## config.mk

```make
export PLATFORM = sky130hd
export DESIGN_NAME = conv2d_lanes
export DESIGN_NICKNAME = d
export VERILOG_FILES = /design/src/rtl/conv_pkg.sv /design/src/rtl/conv_mac_lane.sv /design/src/rtl/conv2d_lanes.sv
export SDC_FILE = /design/constraint.sdc
export NUM_CORES = 2
export LEC_CHECK = 0
export BUFFER_PORTS_ARGS = -buffer_cell sky130_fd_sc_hd__buf_2
export CORE_AREA = 2 2 338 340
export CTS_BUF_LIST = sky130_fd_sc_hd__clkbuf_4 sky130_fd_sc_hd__clkbuf_8 sky130_fd_sc_hd__clkbuf_16
export DETAILED_ROUTE_END_ITERATION = 12
export DIE_AREA = 0 0 340 342
export PLACE_DENSITY = 0.88
export SLEW_MARGIN = 20
export SYNTH_ARGS = -nofsm -noshare
export SYNTH_HDL_FRONTEND = slang
export SYNTH_SLANG_ARGS = --single-unit
export TNS_END_PERCENT = 5
```

## constraint.sdc

```tcl
create_clock -name clock -period 10.2 [get_ports clock]
set_clock_uncertainty 0.05 [all_clocks]
set_input_delay 1.02 -clock clock [delete_from_list [all_inputs] [get_ports clock]]
set_output_delay 1.02 -clock clock [all_outputs]
set_load 0.01 [all_outputs]
```

## src/rtl/conv_pkg.sv

```systemverilog
`default_nettype none
// ============================================================================
// Module      : conv_pkg
// Description : Shared types and helpers for the lane-parallel 2-D convolver:
//               FSM state encoding, derived-size functions and the
//               ReLU/saturation selector used by every MAC lane.
// Revision    : 1.0 - initial release
// ============================================================================
package conv_pkg;

    typedef enum logic [2:0] {
        ST_IDLE    = 3'd0,
        ST_CAPTURE = 3'd1,
        ST_MAC     = 3'd2,
        ST_WRITE   = 3'd3,
        ST_FINISH  = 3'd4
    } conv_state_t;

    // How a post-shift sum maps onto the narrow output word
    typedef enum logic [1:0] {
        SAT_PASS = 2'd0,
        SAT_MAX  = 2'd1,
        SAT_MIN  = 2'd2,
        SAT_ZERO = 2'd3
    } sat_sel_t;

    // Side length of the valid (no padding) output map
    function automatic int calc_out(input int size, input int size_ker);
        return size - size_ker + 1;
    endfunction

    // Accumulator width wide enough that a full kernel sum never overflows
    function automatic int calc_acc_w(input int width_bit, input int size_ker);
        return 2 * width_bit + $clog2(size_ker * size_ker);
    endfunction

    // ReLU has priority over saturation: a clamped negative is 0, not MIN
    function automatic sat_sel_t sat_select(input logic signed [63:0] val,
                                            input logic              relu,
                                            input int                width);
        logic signed [63:0] hi;
        logic signed [63:0] lo;
        hi = (64'sd1 <<< (width - 1)) - 64'sd1;
        lo = -(64'sd1 <<< (width - 1));
        if (relu && (val < 0))
            return SAT_ZERO;
        else if (val > hi)
            return SAT_MAX;
        else if (val < lo)
            return SAT_MIN;
        else
            return SAT_PASS;
    endfunction

endpackage
`default_nettype wire

```

## src/rtl/conv_mac_lane.sv

```systemverilog
`default_nettype none
// ============================================================================
// Module      : conv_mac_lane
// Description : One convolution lane: signed tap multiply, full-precision
//               accumulate, then arithmetic shift, ReLU and saturation.
// Revision    : 1.0 - initial release
// ============================================================================
module conv_mac_lane
    import conv_pkg::*;
#(
    parameter int WIDTH_BIT = 8,
    parameter int ACC_W     = 20
) (
    input  logic                        clock,
    input  logic                        reset,
    input  logic                        i_clear,
    input  logic                        i_en,
    input  logic signed [WIDTH_BIT-1:0] i_pix,
    input  logic signed [WIDTH_BIT-1:0] i_coef,
    input  logic        [3:0]           i_shift,
    input  logic                        i_relu_en,
    output logic signed [WIDTH_BIT-1:0] o_result
);

    logic signed [2*WIDTH_BIT-1:0] w_prod;
    logic signed [ACC_W-1:0]       r_acc;
    logic signed [ACC_W-1:0]       w_shifted;
    sat_sel_t                      w_sel;

    assign w_prod    = (2*WIDTH_BIT)'(i_pix) * (2*WIDTH_BIT)'(i_coef);
    assign w_shifted = r_acc >>> i_shift;
    assign w_sel     = sat_select(64'(w_shifted), i_relu_en, WIDTH_BIT);

    // Accumulator: cleared ahead of each MAC phase, one tap per enabled cycle
    always_ff @(posedge clock) begin
        if (reset || i_clear)
            r_acc <= '0;
        else if (i_en)
            r_acc <= r_acc + ACC_W'(w_prod);
    end

    // Post-process the held sum into the output word
    always_comb begin
        o_result = w_shifted[WIDTH_BIT-1:0];
        case (w_sel)
            SAT_MAX:  o_result = {1'b0, {(WIDTH_BIT-1){1'b1}}};
            SAT_MIN:  o_result = {1'b1, {(WIDTH_BIT-1){1'b0}}};
            SAT_ZERO: o_result = '0;
            default:  o_result = w_shifted[WIDTH_BIT-1:0];
        endcase
    end

endmodule
`default_nettype wire

```

## src/rtl/conv2d_lanes.sv

```systemverilog
`default_nettype none
// ============================================================================
// Module      : conv2d_lanes
// Description : Valid-mode 2-D convolution computed LANES output rows at a
//               time. One control FSM and shared tap/position counters drive
//               LANES identical MAC lanes.
// Revision    : 1.0 - initial release
// ============================================================================
module conv2d_lanes
    import conv_pkg::*;
#(
    parameter  int SIZE      = 8,
    parameter  int SIZEKer   = 3,
    parameter  int WIDTH_BIT = 8,
    parameter  int LANES     = 4,
    localparam int OUT       = conv_pkg::calc_out(SIZE, SIZEKer)
) (
    input  logic                        clock,
    input  logic                        reset,
    input  logic                        start,
    input  logic signed [WIDTH_BIT-1:0] inpMatrixI [SIZE][SIZE],
    input  logic signed [WIDTH_BIT-1:0] kernel [SIZEKer][SIZEKer],
    input  logic        [3:0]           shift,
    input  logic                        relu_en,
    output logic                        busy,
    output logic                        done,
    output logic signed [WIDTH_BIT-1:0] convIxKernelOut [OUT][OUT]
);

    localparam int G     = (OUT + LANES - 1) / LANES;
    localparam int ACC_W = calc_acc_w(WIDTH_BIT, SIZEKer);
    localparam int IDX_W = (SIZE > 1)    ? $clog2(SIZE)    : 1;
    localparam int KW    = (SIZEKer > 1) ? $clog2(SIZEKer) : 1;
    localparam int OW    = (OUT > 1)     ? $clog2(OUT)     : 1;
    localparam int GW    = (G > 1)       ? $clog2(G)       : 1;

    conv_state_t                  r_state;
    conv_state_t                  w_next;
    logic signed [WIDTH_BIT-1:0]  r_img [SIZE][SIZE];
    logic signed [WIDTH_BIT-1:0]  r_ker [SIZEKer][SIZEKer];
    logic        [3:0]            r_shift;
    logic                         r_relu;
    logic        [KW-1:0]         r_kr;
    logic        [KW-1:0]         r_kc;
    logic        [OW-1:0]         r_col;
    logic        [GW-1:0]         r_grp;
    logic signed [WIDTH_BIT-1:0]  r_out [OUT][OUT];

    logic                         w_last_tap;
    logic                         w_last_pos;
    logic                         w_clear;
    logic                         w_en;
    logic        [LANES-1:0]      w_active;
    logic        [OW-1:0]         w_orow [LANES];
    logic signed [WIDTH_BIT-1:0]  w_res  [LANES];

    assign w_last_tap = (r_kr == KW'(SIZEKer - 1)) && (r_kc == KW'(SIZEKer - 1));
    assign w_last_pos = (r_col == OW'(OUT - 1)) && (r_grp == GW'(G - 1));
    assign w_clear    = (r_state == ST_CAPTURE) || (r_state == ST_WRITE);
    assign w_en       = (r_state == ST_MAC);
    assign convIxKernelOut = r_out;

    // State register
    always_ff @(posedge clock) begin
        if (reset)
            r_state <= ST_IDLE;
        else
            r_state <= w_next;
    end

    // Next-state and status decode
    always_comb begin
        w_next = r_state;
        busy   = 1'b0;
        done   = 1'b0;
        case (r_state)
            ST_IDLE:    if (start) w_next = ST_CAPTURE;
            ST_CAPTURE: begin
                busy   = 1'b1;
                w_next = ST_MAC;
            end
            ST_MAC: begin
                busy = 1'b1;
                if (w_last_tap) w_next = ST_WRITE;
            end
            ST_WRITE: begin
                busy   = 1'b1;
                w_next = w_last_pos ? ST_FINISH : ST_MAC;
            end
            ST_FINISH: begin
                done   = 1'b1;
                w_next = ST_IDLE;
            end
            default:    w_next = ST_IDLE;
        endcase
    end

    // Operand capture, shared tap/position counters and result map writes
    always_ff @(posedge clock) begin
        if (reset) begin
            r_shift <= '0;
            r_relu  <= 1'b0;
            r_kr    <= '0;
            r_kc    <= '0;
            r_col   <= '0;
            r_grp   <= '0;
            for (int i = 0; i < SIZE; i++)
                for (int j = 0; j < SIZE; j++)
                    r_img[i][j] <= '0;
            for (int i = 0; i < SIZEKer; i++)
                for (int j = 0; j < SIZEKer; j++)
                    r_ker[i][j] <= '0;
            for (int i = 0; i < OUT; i++)
                for (int j = 0; j < OUT; j++)
                    r_out[i][j] <= '0;
        end else begin
            case (r_state)
                ST_CAPTURE: begin
                    r_img   <= inpMatrixI;
                    r_ker   <= kernel;
                    r_shift <= shift;
                    r_relu  <= relu_en;
                    r_kr    <= '0;
                    r_kc    <= '0;
                    r_col   <= '0;
                    r_grp   <= '0;
                    for (int i = 0; i < OUT; i++)
                        for (int j = 0; j < OUT; j++)
                            r_out[i][j] <= '0;
                end
                ST_MAC: begin
                    if (r_kc == KW'(SIZEKer - 1)) begin
                        r_kc <= '0;
                        r_kr <= (r_kr == KW'(SIZEKer - 1)) ? '0 : r_kr + 1'b1;
                    end else begin
                        r_kc <= r_kc + 1'b1;
                    end
                end
                ST_WRITE: begin
                    for (int p = 0; p < LANES; p++)
                        if (w_active[p])
                            r_out[w_orow[p]][r_col] <= w_res[p];
                    if (r_col == OW'(OUT - 1)) begin
                        r_col <= '0;
                        r_grp <= r_grp + 1'b1;
                    end else begin
                        r_col <= r_col + 1'b1;
                    end
                end
                default: ;
            endcase
        end
    end

    // Lane p of group g owns output row g*LANES+p; rows past OUT stay idle
    for (genvar p = 0; p < LANES; p++) begin : g_lane
        logic [IDX_W-1:0] w_prow;
        logic [IDX_W-1:0] w_pcol;

        assign w_active[p] = (int'(r_grp) * LANES + p) < OUT;
        assign w_orow[p]   = OW'(int'(r_grp) * LANES + p);
        // Idle lanes read pixel row 0 so the index never leaves the image
        assign w_prow = w_active[p] ? IDX_W'(int'(r_grp) * LANES + p + int'(r_kr)) : '0;
        assign w_pcol = IDX_W'(int'(r_col) + int'(r_kc));

        conv_mac_lane #(
            .WIDTH_BIT (WIDTH_BIT),
            .ACC_W     (ACC_W)
        ) u_lane (
            .clock     (clock),
            .reset     (reset),
            .i_clear   (w_clear),
            .i_en      (w_en),
            .i_pix     (r_img[w_prow][w_pcol]),
            .i_coef    (r_ker[r_kr][r_kc]),
            .i_shift   (r_shift),
            .i_relu_en (r_relu),
            .o_result  (w_res[p])
        );
    end

endmodule
`default_nettype wire

```

### Word level (Yosys, flattened, before mapping)

Index checks and enable logic that the tools add are counted.

* bits in registers: 968
* word-level logic and storage cells: 322
* input port bits: 592
* output and inout bits: 290

* order comparisons: 33
* multiply operators: 4
* reductions and logical operators: 20
* add/sub/neg operators: 16
* muxes and demuxes: 90
* bitwise gates (word level): 12
* equality and inequality tests: 23
* shift operators: 4

Operators with widths (number)
* $mux W288: 10
* $bwmux W288: 4
* $bmux W64 S3: 4
* $demux W48 S3: 4
* $pmux W288 S2: 1
* $mux W64: 8
* $mux W48: 4
* $bmux W8 S3: 4
* $pmux W8 S3: 4
* $mux W8: 11
* $add A20 B16 Y20: 4
* $gt A20 B8 Y1 const B: 4
* $lt A20 B1 Y1 const B: 4
* $lt A20 B8 Y1 const B: 4
* $sshr A20 B4 Y20: 4
* $mul A8 B8 Y16: 4
* $bmux W24 S2: 1
* $mux W24: 2
* $ge A4 B4 Y1 const B: 10
* $not A3 Y4: 10
* $mux W2: 15
* $demux W8 S3: 1
* $mux W3: 8
* $eq A2 B2 Y1 const B: 10
* 28 further kinds: 67

### Logic depth before layout (Yosys ltp)

* word-level depth: 22
* gate-level depth with buffers: 37

### Cells and area by module

A second synthesis with hierarchy kept.

* cells, all modules: 7661
* area, all modules: 68340.5 µm²

Modules (own cells, without submodules)
* conv2d_lanes: cells an instance 5403, area an instance 46663.5 µm², seq. area each 17777.0 µm², times used 1
* conv_mac_lane at g_lane[1].u_lane ...: cells an instance 569, area an instance 5406.4 µm², seq. area each 400.4 µm², times used 2
* conv_mac_lane at g_lane[0].u_lane: cells an instance 556, area an instance 5492.8 µm², seq. area each 400.4 µm², times used 1
* conv_mac_lane at g_lane[3].u_lane: cells an instance 564, area an instance 5371.4 µm², seq. area each 400.4 µm², times used 1

### Worst setup path before layout

OpenSTA, ideal clock, no wires.

* kind: register to register
* start point: reg r_kr[0]
* end point: reg g_lane[1].u_lane.r_acc[19]
* path buffers: 9
* required time: 10.080 ns
* period minus slack after synthesis: 8.551 ns
* slack: 1.649 ns
* library setup time: 0.070 ns
* cell stages (with the launch flop): 29
* arrival: 8.431 ns
* cells stage by stage: dfxtp_1 -> buf_4 -> buf_4 -> inv_1 -> buf_2 -> buf_2 -> buf_1 -> ha_1 -> clkbuf_1 -> clkbuf_1 -> clkbuf_1 -> clkbuf_1 -> mux4_2 -> mux4_2 -> and2_1 -> fa_1 -> fa_1 -> fa_1 -> fa_1 -> fa_1 -> ha_1 -> o21ai_0 -> o21a_1 -> o211a_1 -> o31ai_1 -> o41ai_1 -> xnor2_1 -> or3_1 -> a21oi_1

* word-level cells in the longest chain between the ends: 11

RTL lines
* start: declaration: line conv2d_lanes.sv:43 `logic [KW-1:0] r_kr;`
* start signal: assignment: line conv2d_lanes.sv:134 `r_kr <= (r_kr == KW'(SIZEKer - 1)) ? '0 : r_kr + 1'b1;`
* $add A3 B2 Y3: line conv2d_lanes.sv:163 `assign w_prow = w_active[p] ? IDX_W'(int'(r_grp) * LANES + p + int'(r_kr)) : '0;`
* $mux W3: line conv2d_lanes.sv:163
* $not A3 Y4 (not written as such): line conv2d_lanes.sv:174 `.i_pix (r_img[w_prow][w_pcol]),`
* $bmux W64 S3: line conv2d_lanes.sv:174
* $mux W64 (not written as such) (2 in series): line conv2d_lanes.sv:174
* $bmux W8 S3: line conv2d_lanes.sv:174
* $mux W8 (not written as such) (2 in series): line conv2d_lanes.sv:174
* $mul A8 B8 Y16 *: line conv_mac_lane.sv:30 `assign w_prod = (2*WIDTH_BIT)'(i_pix) * (2*WIDTH_BIT)'(i_coef);`
* $add A20 B16 Y20 *: line conv_mac_lane.sv:39 `r_acc <= r_acc + ACC_W'(w_prod);`
* end signal: assignment: line conv_mac_lane.sv:39
* end: declaration: line conv_mac_lane.sv:26 `logic signed [ACC_W-1:0] r_acc;`

Mark *: on every way between the ends. The rest lies on a longest branch, timed or not. The select of a mux whose other input is x is not followed.
A chain may end at the register's enable or synchronous reset.

### Worst setup path in the final report

* start point: reg r_kr[1]
* end point: reg g_lane[2].u_lane.r_acc[19]

* word-level cells in the longest chain between the ends: 11

RTL lines (line)
* $add A3 B2 Y3: conv2d_lanes.sv:163
* $mux W3: conv2d_lanes.sv:163
* $not A3 Y4 (not written as such): conv2d_lanes.sv:174
* $bmux W64 S3: conv2d_lanes.sv:174
* $mux W64 (not written as such) (2 in series): conv2d_lanes.sv:174
* $bmux W8 S3: conv2d_lanes.sv:174
* $mux W8 (not written as such) (2 in series): conv2d_lanes.sv:174
* $mul A8 B8 Y16 *: conv_mac_lane.sv:30
* $add A20 B16 Y20 *: conv_mac_lane.sv:39
* end signal: assignment: conv_mac_lane.sv:39
* end: declaration: conv_mac_lane.sv:26

Marked as above.

==> summary.txt <==
Outcome: complete, no violations
Worst Setup Slack, final: 0.7162 ns
Hold WC Path Type: register to register
Worst Tran Pin Value: 1.126 ns
Reg-to-Reg End: g_lane[2].u_lane.r_acc[19]
Critical Path RT: 10.85 ns
Tmin final: 9.484 ns
Vias in the first global route: 59170
Number of buffers created by CTS: 100
Gr usage total: 0.4208
Pwr Total: 10.05 mW
Largest area contributor in the netlist: dfxtp_1
Htree depth: 3
Final std cells w/o fill: 9062
First-pass GRT wire length: 370000 um
Post-synth top area share: 0.2930
Post-synthesis sequential area ratio: 0.2930
Final Hold Vio Count: 0
Area grow syn2layout: 13.48%
Worst R2R Start: r_kr[1]
Top cells by area, synth: dfxtp_1, mux4_2, fa_1
Period utilization: 0.9298
Placed Cells: 8862
Critical path data arrival time: 10.13 ns
IO Pins: 882
Drt initial violations: 9252
GR Util met3: 0.1571
Die ar.: 116300 um2
Syn Area/Cell: 9.560 um2
Hold Startpoint: convIxKernelOut[123]
Placed cell areas: 71290 um2
Rows: 124
Max-cap violations: 0
GRT overflow: 0
Die Wd: 340 um
Setup violations, final: 0
Met1 Use GR: 0.5064
Vias per cell: 6.787
Share of layout cells above drive strength 1: 0.2454
Register area: 19400 um2
Design area: 75060 um2
Clock Tree Buf Depth: 3
Number of synthesized flops with an enable pin: 0
Setup TNS Final: 0 ns
Unrepaired setup endpoints after global routing: no
Prevailing post-synth register cell: dfxtp_1
Critical path class: register to register
CTS Sinks: 968
Asr flop ratio synth: 0
Detailed Routing Iterations Pass 1: 9
GR Layer Usage met2: 0.6221
Finished Core Util: 0.6636
Gate Count Post-Synth: 6919
Global placement routability congestion: 1.023
Filler instances: 8499
Reg clk slew, reported paths: 0.07 ns
Layout Nets: 8587
Leakage Power: 30.74 nW
Maximum VDD drop: 0.0001454 V
CP startpoint kind: register
Antenna violations before repair: 27
Slew HR: 0.2464
Synthesized net count: 8054
R2r worst-path depth: 24
Yosys warnings: 0
HPWL Detailed: 186600 um
Largest net degree at the start of global routing: 228
Hold_ws: 0.4028 ns
Antenna-violating nets left: 0
Power per cell area: 134.0 nW/um2
CTS Root Cell: clkbuf_16
Post-CTS Resized: 0
R2R Setup Slk: 0.72 ns
Commonest non-fill, non-tap cell in the layout: nand2_1
Skew-Pair Late Insertion Delay: 0.77 ns
Setup bufs post-CTS: 0
Hold Path Stages: 2
Initial core utilization: 0.5848
Commonest non-fill, non-tap cells in the layout: nand2_1, dfxtp_1, buf_2, a21oi_1, mux4_2
Cts hold-fix bufs: 0
Wirelength, routed: 251200 um
Mapped Area: 66140 um2
Die H: 342 um
Routed via count: 61500
FMAX: 105.4 MHz
CP Max Fanout: 65
Hold path endpoint: convIxKernelOut[123]
Core Area: 113100 um2
Port bufs: 881
#FFs+latches synth: 968
Netlist cell types: 83
Slew Limit Fails: 0
WL per Instance: 27.72 um
GRT Max-Usage Layer: met2
CTS tree: done
CP Capture Type: register
Pre-CTS setup slack: 0.9723 ns
DRC: 0
Multi-input logic area: 43250 um2
[worst max-delay path, cell delays in order, from the launching register on]
cell,delay [ns]
dfxtp_4,0.69
buf_4,0.81
buf_4,0.81
mux4_2,0.41
mux4_2,0.45
nand2_1,0.10
nand2_1,0.05
o21ai_1,0.85
nor2b_1,0.15
fa_1,0.53
inv_1,0.05
fa_1,0.53
inv_1,0.05
fa_1,0.46
fa_1,0.51
fa_1,0.42
ha_1,0.35
o21a_1,0.16
a21oi_1,0.20
o21a_1,0.17
o21ai_0,0.16
o41ai_1,0.57
o221ai_1,0.27
or4_1,0.44
nand3_1,0.10
[registers in the layout, summed over array words and instances, names as in the netlist]
register             cells
r_kc                     2
r_img                  512
r_col                    3
r_shift                  4
g_lane.u_lane.r_acc     80
r_state                  3
r_relu                   1
r_ker                   72
convIxKernelOut        288
r_grp                    1
r_kr                     2
[power breakdown]
part,switching (mW),leakage [nW],internal (mW)
clock,1.75,1.82,2.35
sequential,0.238,7.85,3.90
combinational,1.15,21.1,0.661
[metal layers]
layer / vias to the layer above / part of all wire
li1: 25560 / -
met1: 29730 / 0.33
met2: 4932 / 0.43
met3: 1251 / 0.15
met4: 32 / 0.089
met5: - / 0.00083
[how the worst max path moves through the flow]
stage / slack (ns) / depth (start not counted) / from / end
CTS: 0.89 / 20 / r_kr[1] / g_lane[3].u_lane.r_acc[18]
global route: 0.46 / 24 / r_kr[1] / g_lane[2].u_lane.r_acc[19]
finish: 0.72 / 24 / r_kr[1] / g_lane[2].u_lane.r_acc[19]
floorplan: 1.65 / 28 / r_kr[0] / g_lane[1].u_lane.r_acc[19]
global placement: 1.22 / 20 / r_kr[1] / g_lane[3].u_lane.r_acc[18]
detailed placement: 0.97 / 24 / r_kr[1] / g_lane[2].u_lane.r_acc[19]
[logic make-up after synthesis]
logic type | after synthesis | synth area share
AOI/OAI and AO/OA | 1518 | 0.1438
buffers and inverters | 934 | 0.05681
xor gates and xnor gates | 71 | 0.009402
adders and majority gates | 543 | 0.1431
DFF | 968 | 0.2930
muxes | 704 | 0.2160
and+or+nand+nor | 2181 | 0.1379
[synthesized netlist by cell type, drive strengths merged, types with 58 or more instances]
| cell | count |
|---|---|
| a21oi | 796 |
| a221oi | 71 |
| a22o | 221 |
| and2 | 138 |
| buf | 183 |
| clkbuf | 377 |
| dfxtp | 968 |
| fa | 356 |
| ha | 187 |
| inv | 373 |
| mux2i | 100 |
| mux4 | 576 |
| nand2 | 1590 |
| nor2 | 178 |
| nor3 | 58 |
| o21ai | 160 |
| xnor2 | 59 |
[layout make-up]
cell class | count | area share
multi-input cells | 5017 | 0.5762
flip-flops and latches | 968 | 0.2585
repair buffers | 991 | 0.07155
clock buffers | 130 | 0.03759
well taps | 1512 | 0.02520
inverters | 374 | 0.01872
clock inverters | 59 | 0.01190
diodes | 11 | 0.0003667
No activity file was read; power rests on OpenSTA's default activity.
